### src/rtl/ecc_pkg.sv
// Shared ECC definitions: Hamming check-bit sizing,
// scrubber FSM states and counter width.
package ecc_pkg;

    localparam int CNT_W = 16;

    typedef enum logic [2:0] {
        IDLE,
        WAIT,
        RD_REQ,
        RD_WAIT,
        WR_REQ,
        NEXT
    } scrub_state_t;

    // Smallest m with 2**m >= k + m + 1.
    function automatic int calc_m(input int k);
        int m;
        m = 0;
        for (int i = 31; i >= 1; i--) begin
            if ((1 << i) >= k + i + 1) m = i;
        end
        return m;
    endfunction

endpackage

### src/rtl/ecc_err_log.sv
// Saturating sb/db error counters plus optional last-error log.
// Log registers exist only when ECC_SCRUBBER_LOG_EN is defined.
module ecc_err_log
    import ecc_pkg::*;
#(
    parameter int AW = 10,
    parameter int SW = 5
) (
    input  logic             clk_i,
    input  logic             rst_ni,
    input  logic             clr_i,
    input  logic             sb_inc_i,
    input  logic             db_inc_i,
    input  logic             log_i,
    input  logic [AW-1:0]    addr_i,
    input  logic [SW-1:0]    syn_i,
    output logic [CNT_W-1:0] sb_cnt_o,
    output logic [CNT_W-1:0] db_cnt_o,
    output logic [AW-1:0]    err_addr_o,
    output logic [SW-1:0]    err_syndrome_o,
    output logic             err_valid_o
);

    logic [CNT_W-1:0] r_sb_cnt;
    logic [CNT_W-1:0] r_db_cnt;

    // A clear in the same cycle as an event discards the event.
    always_ff @(posedge clk_i or negedge rst_ni) begin
        if (!rst_ni) begin
            r_sb_cnt <= '0;
            r_db_cnt <= '0;
        end else if (clr_i) begin
            r_sb_cnt <= '0;
            r_db_cnt <= '0;
        end else begin
            if (sb_inc_i && r_sb_cnt != '1) r_sb_cnt <= r_sb_cnt + 1'b1;
            if (db_inc_i && r_db_cnt != '1) r_db_cnt <= r_db_cnt + 1'b1;
        end
    end

    assign sb_cnt_o = r_sb_cnt;
    assign db_cnt_o = r_db_cnt;

`ifdef ECC_SCRUBBER_LOG_EN
    logic [AW-1:0] r_addr;
    logic [SW-1:0] r_syn;
    logic          r_valid;

    always_ff @(posedge clk_i or negedge rst_ni) begin
        if (!rst_ni) begin
            r_addr  <= '0;
            r_syn   <= '0;
            r_valid <= 1'b0;
        end else if (clr_i) begin
            r_valid <= 1'b0;
        end else if (log_i) begin
            r_addr  <= addr_i;
            r_syn   <= syn_i;
            r_valid <= 1'b1;
        end
    end

    assign err_addr_o     = r_addr;
    assign err_syndrome_o = r_syn;
    assign err_valid_o    = r_valid;
`else
    logic w_unused;
    assign w_unused       = ^{log_i, addr_i, syn_i};
    assign err_addr_o     = '0;
    assign err_syndrome_o = '0;
    assign err_valid_o    = 1'b0;
`endif

endmodule

### src/rtl/ecc_scrubber.sv
// Background ECC scrubber: walks memory, writes back corrected words.
// Optional error log enabled with ECC_SCRUBBER_LOG_EN.
module ecc_scrubber
    import ecc_pkg::*;
#(
    parameter  int K  = 8,
    parameter  int AW = 10,
    localparam int M  = calc_m(K)
) (
    input  logic             clk_i,
    input  logic             rst_ni,
    input  logic             enable_i,
    input  logic [15:0]      interval_i,
    input  logic             clr_i,
    output logic             mem_req_o,
    output logic             mem_we_o,
    output logic [AW-1:0]    mem_addr_o,
    output logic [K-1:0]     mem_wdata_o,
    input  logic             mem_gnt_i,
    input  logic             mem_rvalid_i,
    input  logic [K-1:0]     dec_q_i,
    input  logic             dec_sb_err_i,
    input  logic             dec_db_err_i,
    input  logic [M:0]       dec_syndrome_i,
    input  logic             fn_wr_i,
    input  logic [AW-1:0]    fn_addr_i,
    output logic [CNT_W-1:0] sb_cnt_o,
    output logic [CNT_W-1:0] db_cnt_o,
    output logic [AW-1:0]    err_addr_o,
    output logic [M:0]       err_syndrome_o,
    output logic             err_valid_o,
    output logic             db_irq_o,
    output logic             pass_done_o,
    output logic             busy_o
);

    scrub_state_t r_state;
    scrub_state_t w_next;

    logic [AW-1:0] r_addr;
    logic [15:0]   r_cnt;
    logic          r_req;
    logic          r_we;
    logic [K-1:0]  r_wdata;
    logic          r_hz;
    logic          r_irq;
    logic          r_pass;

    logic w_hit;
    logic w_rd_ev;
    logic w_db;
    logic w_sb;
    logic w_cancel;
    logic w_sb_inc;

    assign w_hit    = fn_wr_i && (fn_addr_i == r_addr);
    assign w_rd_ev  = (r_state == RD_WAIT) && mem_rvalid_i;
    assign w_db     = w_rd_ev && dec_db_err_i;
    assign w_sb     = w_rd_ev && dec_sb_err_i && !dec_db_err_i;
    assign w_cancel = r_hz || w_hit;

    // A cancelled writeback still counts the corrected error.
    assign w_sb_inc = (w_sb && w_cancel)
                    || ((r_state == WR_REQ) && (w_hit || mem_gnt_i));

    always_comb begin
        w_next = r_state;
        unique case (r_state)
            IDLE:    if (enable_i) w_next = WAIT;
            WAIT: begin
                if (!enable_i)        w_next = IDLE;
                else if (r_cnt == '0) w_next = RD_REQ;
            end
            RD_REQ:  if (mem_gnt_i) w_next = RD_WAIT;
            RD_WAIT: begin
                if (mem_rvalid_i)
                    w_next = (w_sb && !w_cancel) ? WR_REQ : NEXT;
            end
            WR_REQ:  if (w_hit || mem_gnt_i) w_next = NEXT;
            NEXT:    w_next = enable_i ? WAIT : IDLE;
            default: w_next = IDLE;
        endcase
    end

    always_ff @(posedge clk_i or negedge rst_ni) begin
        if (!rst_ni) begin
            r_state <= IDLE;
            r_addr  <= '0;
            r_cnt   <= '0;
            r_req   <= 1'b0;
            r_we    <= 1'b0;
            r_wdata <= '0;
            r_hz    <= 1'b0;
            r_irq   <= 1'b0;
            r_pass  <= 1'b0;
        end else begin
            r_state <= w_next;
            if (w_next == WAIT && r_state != WAIT)
                r_cnt <= interval_i;
            else if (r_state == WAIT && r_cnt != '0)
                r_cnt <= r_cnt - 1'b1;
            if (r_state == NEXT) r_addr <= r_addr + 1'b1;
            r_pass <= (r_state == NEXT) && (r_addr == '1);
            r_irq  <= w_db;
            r_req  <= (w_next == RD_REQ) || (w_next == WR_REQ);
            r_we   <= (w_next == WR_REQ);
            if (w_sb) r_wdata <= dec_q_i;
            if (r_state == RD_REQ)
                r_hz <= 1'b0;
            else if (r_state == RD_WAIT && w_hit)
                r_hz <= 1'b1;
        end
    end

    assign mem_req_o   = r_req;
    assign mem_we_o    = r_we;
    assign mem_addr_o  = r_addr;
    assign mem_wdata_o = r_wdata;
    assign db_irq_o    = r_irq;
    assign pass_done_o = r_pass;
    assign busy_o      = (r_state != IDLE);

    ecc_err_log #(
        .AW (AW),
        .SW (M + 1)
    ) u_log (
        .clk_i          (clk_i),
        .rst_ni         (rst_ni),
        .clr_i          (clr_i),
        .sb_inc_i       (w_sb_inc),
        .db_inc_i       (w_db),
        .log_i          (w_sb || w_db),
        .addr_i         (r_addr),
        .syn_i          (dec_syndrome_i),
        .sb_cnt_o       (sb_cnt_o),
        .db_cnt_o       (db_cnt_o),
        .err_addr_o     (err_addr_o),
        .err_syndrome_o (err_syndrome_o),
        .err_valid_o    (err_valid_o)
    );

endmodule
### config.mk
export PLATFORM = sky130hd
export DESIGN_NAME = ecc_scrubber
export DESIGN_NICKNAME = d
export VERILOG_FILES = /design/src/rtl/ecc_pkg.sv /design/src/rtl/ecc_err_log.sv /design/src/rtl/ecc_scrubber.sv
export SDC_FILE = /design/constraint.sdc
export NUM_CORES = 1
export LEC_CHECK = 0
export BUFFER_PORTS_ARGS = -buffer_cell sky130_fd_sc_hd__buf_4
export CORE_ASPECT_RATIO = 0.9
export CORE_MARGIN = 4
export CORE_UTILIZATION = 40
export DETAILED_ROUTE_END_ITERATION = 12
export PLACE_DENSITY = 0.69
export SYNTH_ARGS = -nofsm -noshare
export SYNTH_HDL_FRONTEND = slang
export SYNTH_SLANG_ARGS = --single-unit
### constraint.sdc
create_clock -name clk_i -period 2 [get_ports clk_i]
set_input_delay 0.1 -clock clk_i [delete_from_list [all_inputs] [get_ports clk_i]]
set_output_delay 0.1 -clock clk_i [all_outputs]
set_load 0.05 [all_outputs]
# After elaboration in Yosys (flattened, before gate mapping)
# Index checks and enable logic that the tools add are counted.
# totals
ff_bits	74
latchBits	0
ram_bits	0
mem_bits_ro	0
input_bits	48
output_inout_bits	71
memories	0
# classes
n_addsub	4
mul	0
n_div	0
n_lt_le_gt_ge	0
eq_ne	13
shifts	0
mux	17
bitwise_logic	0
n_reduce_logical	28
# op_table
operator	n
$mux 16	6
$add 16x1->16 const B	2
$ne 16x16->1 const B	2
$mux 3	6
$pmux 3 s6	1
$logic_not 16->1	1
$reduce_bool 16->1	1
$sub 16x1->16 const B	1
$logic_and 1x1->1	14
$add 10x1->10 const B	1
$eq 10x10->1	1
$eq 10x10->1 const B	1
$eq 3x2->1 const B	3
$eq 3x3->1 const B	3
$reduce_bool 2->1	4
$eq 3x1->1 const B	2
$logic_or 1x1->1	4
$mux 1	4
$logic_not 3->1	1
$ne 3x1->1 const B	1
$reduce_bool 3->1	1
$logic_not 1->1	2

# Depth between registers and ports, before layout
# depth
depth_word	11
ltp_mapped	9
depth_no_buf	7

# Modules after synthesis
# From an unflattened synthesis, not the netlist that was laid out.
# unflattened
hier_cells	439
hier_area_um2	4212.8
# modules_own_cells
module	instances	cells_per_inst	area_each_um2	seq_area_each_um2
ecc_scrubber	1	228	2290.9	1051.0
ecc_err_log	1	211	1921.8	800.8

# Worst setup path before layout
# Ideal clock, no wire load.
# synth_timing
path_type	register -> register
startpoint	register r_addr[6], in the netlist mem_addr_o[6]
endpoint	register u_log.r_sb_cnt[7], in the netlist u_log.sb_cnt_o[7]
setup_time_ps	125
t_arrival_ps	2230
required_time_ps	1875
path_slack_ps	-355
path_stages_with_launch	7
period_less_slack_ps	2355
cell_sequence	dfrtp_1 -> xor2_1 -> nor4_1 -> a21boi_0 -> buf_2 -> nor4_1 -> mux2_2
# synth_between
elab_chain_cells	7
elab_cells_between_ends	9
cone_classes	1 x eq/ne; 8 x reduce/logical
# synth_lines
element	line	source
start, declared	ecc_scrubber.sv:40	logic [AW-1:0] r_addr;
start signal, assigned	ecc_scrubber.sv:102	if (r_state == NEXT) r_addr <= r_addr + 1'b1;
$eq 10x10->1 (*)	ecc_scrubber.sv:56	assign w_hit = fn_wr_i && (fn_addr_i == r_addr);
$logic_and 1x1->1 (*)	ecc_scrubber.sv:56	
$logic_or 1x1->1, on equally long branches	ecc_scrubber.sv:60, ecc_scrubber.sv:64	
$logic_and 1x1->1, on equally long branches	ecc_scrubber.sv:63, ecc_scrubber.sv:64	
$logic_or 1x1->1 (*)	ecc_scrubber.sv:64	|| ((r_state == WR_REQ) && (w_hit || mem_gnt_i));
$logic_and 1x1->1 (*)	ecc_err_log.sv:36	if (sb_inc_i && r_sb_cnt != '1) r_sb_cnt <= r_sb_cnt + 1'b1;
$reduce_bool 2->1 (no line) (*)	-	
end signal, assigned	ecc_err_log.sv:36	
end, declared	ecc_err_log.sv:24	logic [CNT_W-1:0] r_sb_cnt;
# Mark *: on every way between the ends. The rest lies on a longest branch, timed or not.
# A chain may end at the register's enable or synchronous reset.

# Final worst setup path
# layout_timing
startpoint	register r_state[2]
endpoint	register u_log.r_sb_cnt[5], in the netlist u_log.sb_cnt_o[5]
# layout_between
elab_chain_cells	8
elab_cells_between_ends	10
cone_classes	2 x eq/ne; 8 x reduce/logical
# layout_lines
element	line	source
start, declared	ecc_scrubber.sv:37	scrub_state_t r_state;
start signal, assigned	ecc_scrubber.sv:97	r_state <= w_next;
$eq 3x2->1	ecc_scrubber.sv:57	assign w_rd_ev = (r_state == RD_WAIT) && mem_rvalid_i;
$logic_and 1x1->1	ecc_scrubber.sv:57	
$logic_and 1x1->1 (2 in a row)	ecc_scrubber.sv:59	assign w_sb = w_rd_ev && dec_sb_err_i && !dec_db_err_i;
$logic_and 1x1->1	ecc_scrubber.sv:63	assign w_sb_inc = (w_sb && w_cancel)
$logic_or 1x1->1 (*)	ecc_scrubber.sv:64	
$logic_and 1x1->1 (*)	ecc_err_log.sv:36	
$reduce_bool 2->1 (no line) (*)	-	
# Marks and branches as above.

==> run metrics <==
n_diodes=0; final wirelength=12,710 um; Cell Chain, Critical Path=and4b_2 -> buf_6 -> nand2_4 -> a221o_1 -> buf_6 -> or4_4 -> a21oi_2; routed vias=4,110; # rows=35; # IOs=119; R2R cell count=7; crit-path leading delay family=simple AND/OR/NAND/NOR gates; Hold WS=19.59 ps; max incr delay on CP=510 ps; Max-slew headroom=61.15%; flops & latches, synth=74; Die H=approximately 110 um; critical path arrival=2380 ps; cell count after placement=approximately 700; first-pass GRT wire length=about 20,000 um; layout cells sized above 1=47.06%; drt first pass iters=4; DR DRC count=0; Hold Crit Class=input pin to register; I/O Buffers=a little under 100; Tmin final=2133 ps; DIE WIDTH=116.8 um; Max VDD drop=approximately 0.00050 V; Post-synth top flop=dfrtp_1; post-synthesis cell count=roughly 440; Worst path depth=7; number of CTS-inserted buffers=9; most frequent cells in the layout=buf_4 (179), dfrtp_1 (45), nand2_1 (44); Final Instance Area=~0.0067 mm^2; Final Wtd Congestion=0.8368; Routed WL per cell=around 16 um; vias in the first global route=4,085; Post-synth EDFFs=0; core area=0.01033 mm^2; Placed Area=0.005697 mm^2; Netlist cell types=61; vias per cell=5.303; Avg Cell Area, Syn=9.743 um^2; grt total ovfl=0; endpoint class of the critical path=register; HPWL after DPL=8701 um; Post-Syn Area=0.004258 mm^2; H-tree levels=3; pwr dens=680.8 mW/mm^2; Critical Path Source Type=register; reg2reg setup slack=-130 ps; Max-Cap Viols=0; RR Startpoint=r_state[2]; die area=0.01236 mm^2; failing checks=negative setup slack; Crit Path Category=register to register; synth-to-layout area growth=56.74%; Critical Path Fanout Max=8; Worst-path clk slew=60 ps; Layout Cells excl Fill=between 700 and 800; asr flop ratio synth=100.0%; RSZ-0062 raised after global routing=true; Final Hold Fails=0; Crit path required time=2250 ps; worst setup margin=-133.5 ps; area of the multi-input gates=0.002570 mm^2; LEAKAGE=3.161 nW; Root Buffer=clkbuf_16; initial core utilization=between 40% and 50%; largest net degree at the start of global routing=44; critical path's slowest cell=or4_4; Final Cycle Share=106.7%; Top cell by count, worst path=buf_6; Reg2Reg Capture Point=u_log.sb_cnt_o[5]; CTS tree=done; Buffers & Inverters on Critical Path=2; initial DRC count=between 200 and 250; f_max=468.7 MHz; sequential cell area=0.001888 mm^2; Critical path origin=r_state[2]; Worst-Margin Slew=582.8 ps; initial antenna violation count=0; Warnings, synthesis=0; CP endpoint=u_log.sb_cnt_o[5]; Worst Clk Skew=4.875 ps; clock latency on the worst-skew pair=around 330 ps; nets=693; GRT Total Usage=19.96%; Clock Path Buffers=2; status=complete, but fails checks; clock sinks=between 70 and 80; Setup violations, final=16; leading cell type in the layout, fill and taps excluded=buf_4; fin. max-slew vios=0; Routed Antenna Nets=0; fillcell total=about 840; register area share after synthesis=43.49%
layout make-up:
cell class              count  area share, %
flip-flops and latches     74          28.29
clock inverters             2         0.1500
inverters                   8         0.4499
well taps                 129          2.418
clock buffers              14          4.106
multi-input cells         334          38.51
repair buffers            214          26.08
metrics by stage:
step / total power, W / worst slack [ps] / utilization [%] / TNS [ps]
5_1_grt: 0.004755 / -187.4 / 64.58 / -3387
2_1_floorplan: 0.002392 / -149.6 / - / -1140
3_3_place_gp: 0.002639 / -216.9 / 55.12 / -2318
3_5_place_dp: 0.002676 / -312.8 / 55.12 / -3902
6_report: 0.004544 / -133.5 / 64.58 / -861.2
4_1_cts: 0.004286 / -102.7 / 61.04 / -929.4
how the worst min path moves through the flow:
stage / startpoint / end / slack [ps] / depth (start not counted)
after floorplan: rst_ni / db_irq_o / -200 / 0
after global placement: rst_ni / pass_done_o / 130 / 1
after detailed placement: rst_ni / pass_done_o / 140 / 1
after CTS: interval_i[1] / r_cnt[1] / 7 / 2
after global routing: interval_i[1] / r_cnt[1] / 7 / 2
final: interval_i[1] / r_cnt[1] / 20 / 2
power breakdown:
part           switching, W  total, W  leakage, nW  internal [W]
clock network      0.000620   0.00156        0.143      0.000939
registers          0.000200   0.00184        0.949       0.00164
logic              0.000474   0.00114         2.07      0.000669
Yosys cell counts (2+ instances only):
master,n,area share [%]
dfrtp_1,74,43
nand2_1,46,4.1
xnor2_1,29,6.0
a21oi_1,24,2.8
nand3_1,24,2.8
nor2_1,24,2.1
mux2_2,18,4.8
buf_4,17,3.0
clkbuf_1,13,1.1
o21ai_0,12,1.4
or4_1,12,2.1
o31ai_1,10,1.8
nand4_1,9,1.3
or3_1,9,1.3
xor2_1,9,1.9
and3_1,8,1.2
and4_1,8,1.6
inv_1,8,0.71
nand4b_1,6,1.2
nor2b_1,6,0.88
nor4_1,6,0.88
buf_2,4,0.47
ha_1,4,1.2
nor3b_1,4,0.71
o41ai_1,4,0.82
a31oi_1,3,0.44
and2_1,3,0.44
buf_6,3,0.79
mux2i_1,3,0.71
a211oi_1,2,0.35
and4b_1,2,0.47
nand3b_1,2,0.35
nor3_1,2,0.24
nor4_2,2,0.59
state kept, by name (all words and copies together), names as in the netlist:
signal / flops
r_state: 3
r_cnt: 16
u_log.sb_cnt_o: 16
db_irq_o: 1
r_hz: 1
mem_we_o: 1
pass_done_o: 1
mem_req_o: 1
mem_addr_o: 10
mem_wdata_o: 8
u_log.db_cnt_o: 16
repair_timing:
| item | 4_1_cts | 5_1_grt |
|---|---|---|
| gates cloned | 1 | 2 |
| setup buffers | 4 | 14 |
| resized for setup | 15 | 53 |
| hold buffers | 21 | 0 |
| endpoints found under the setup margin | 24 | 42 |
| pin swaps | 10 | 21 |
| hold endpoints to repair | 61 | 0 |
logic make-up after synthesis:
kind of cell	share of synthesized area [%]
buf+inv	6.112
mux	5.730
other cells	0.08807
xor+xnor	7.817
fa+ha+maj	1.175
compound gates	11.31
simple gates	24.27
flops	43.49
layer usage:
layer	wire length [um]	part of all wire [%]	track usage [%]	up-vias
li1	-	-	-	1976
met1	5318	42	25.36	2013
met2	6535	51	34.08	110
met3	744	5.9	4.937	11
met4	114	0.90	4.341	0
met5	0	0	0	-
Note: power is estimated with default switching activity, not from simulation.
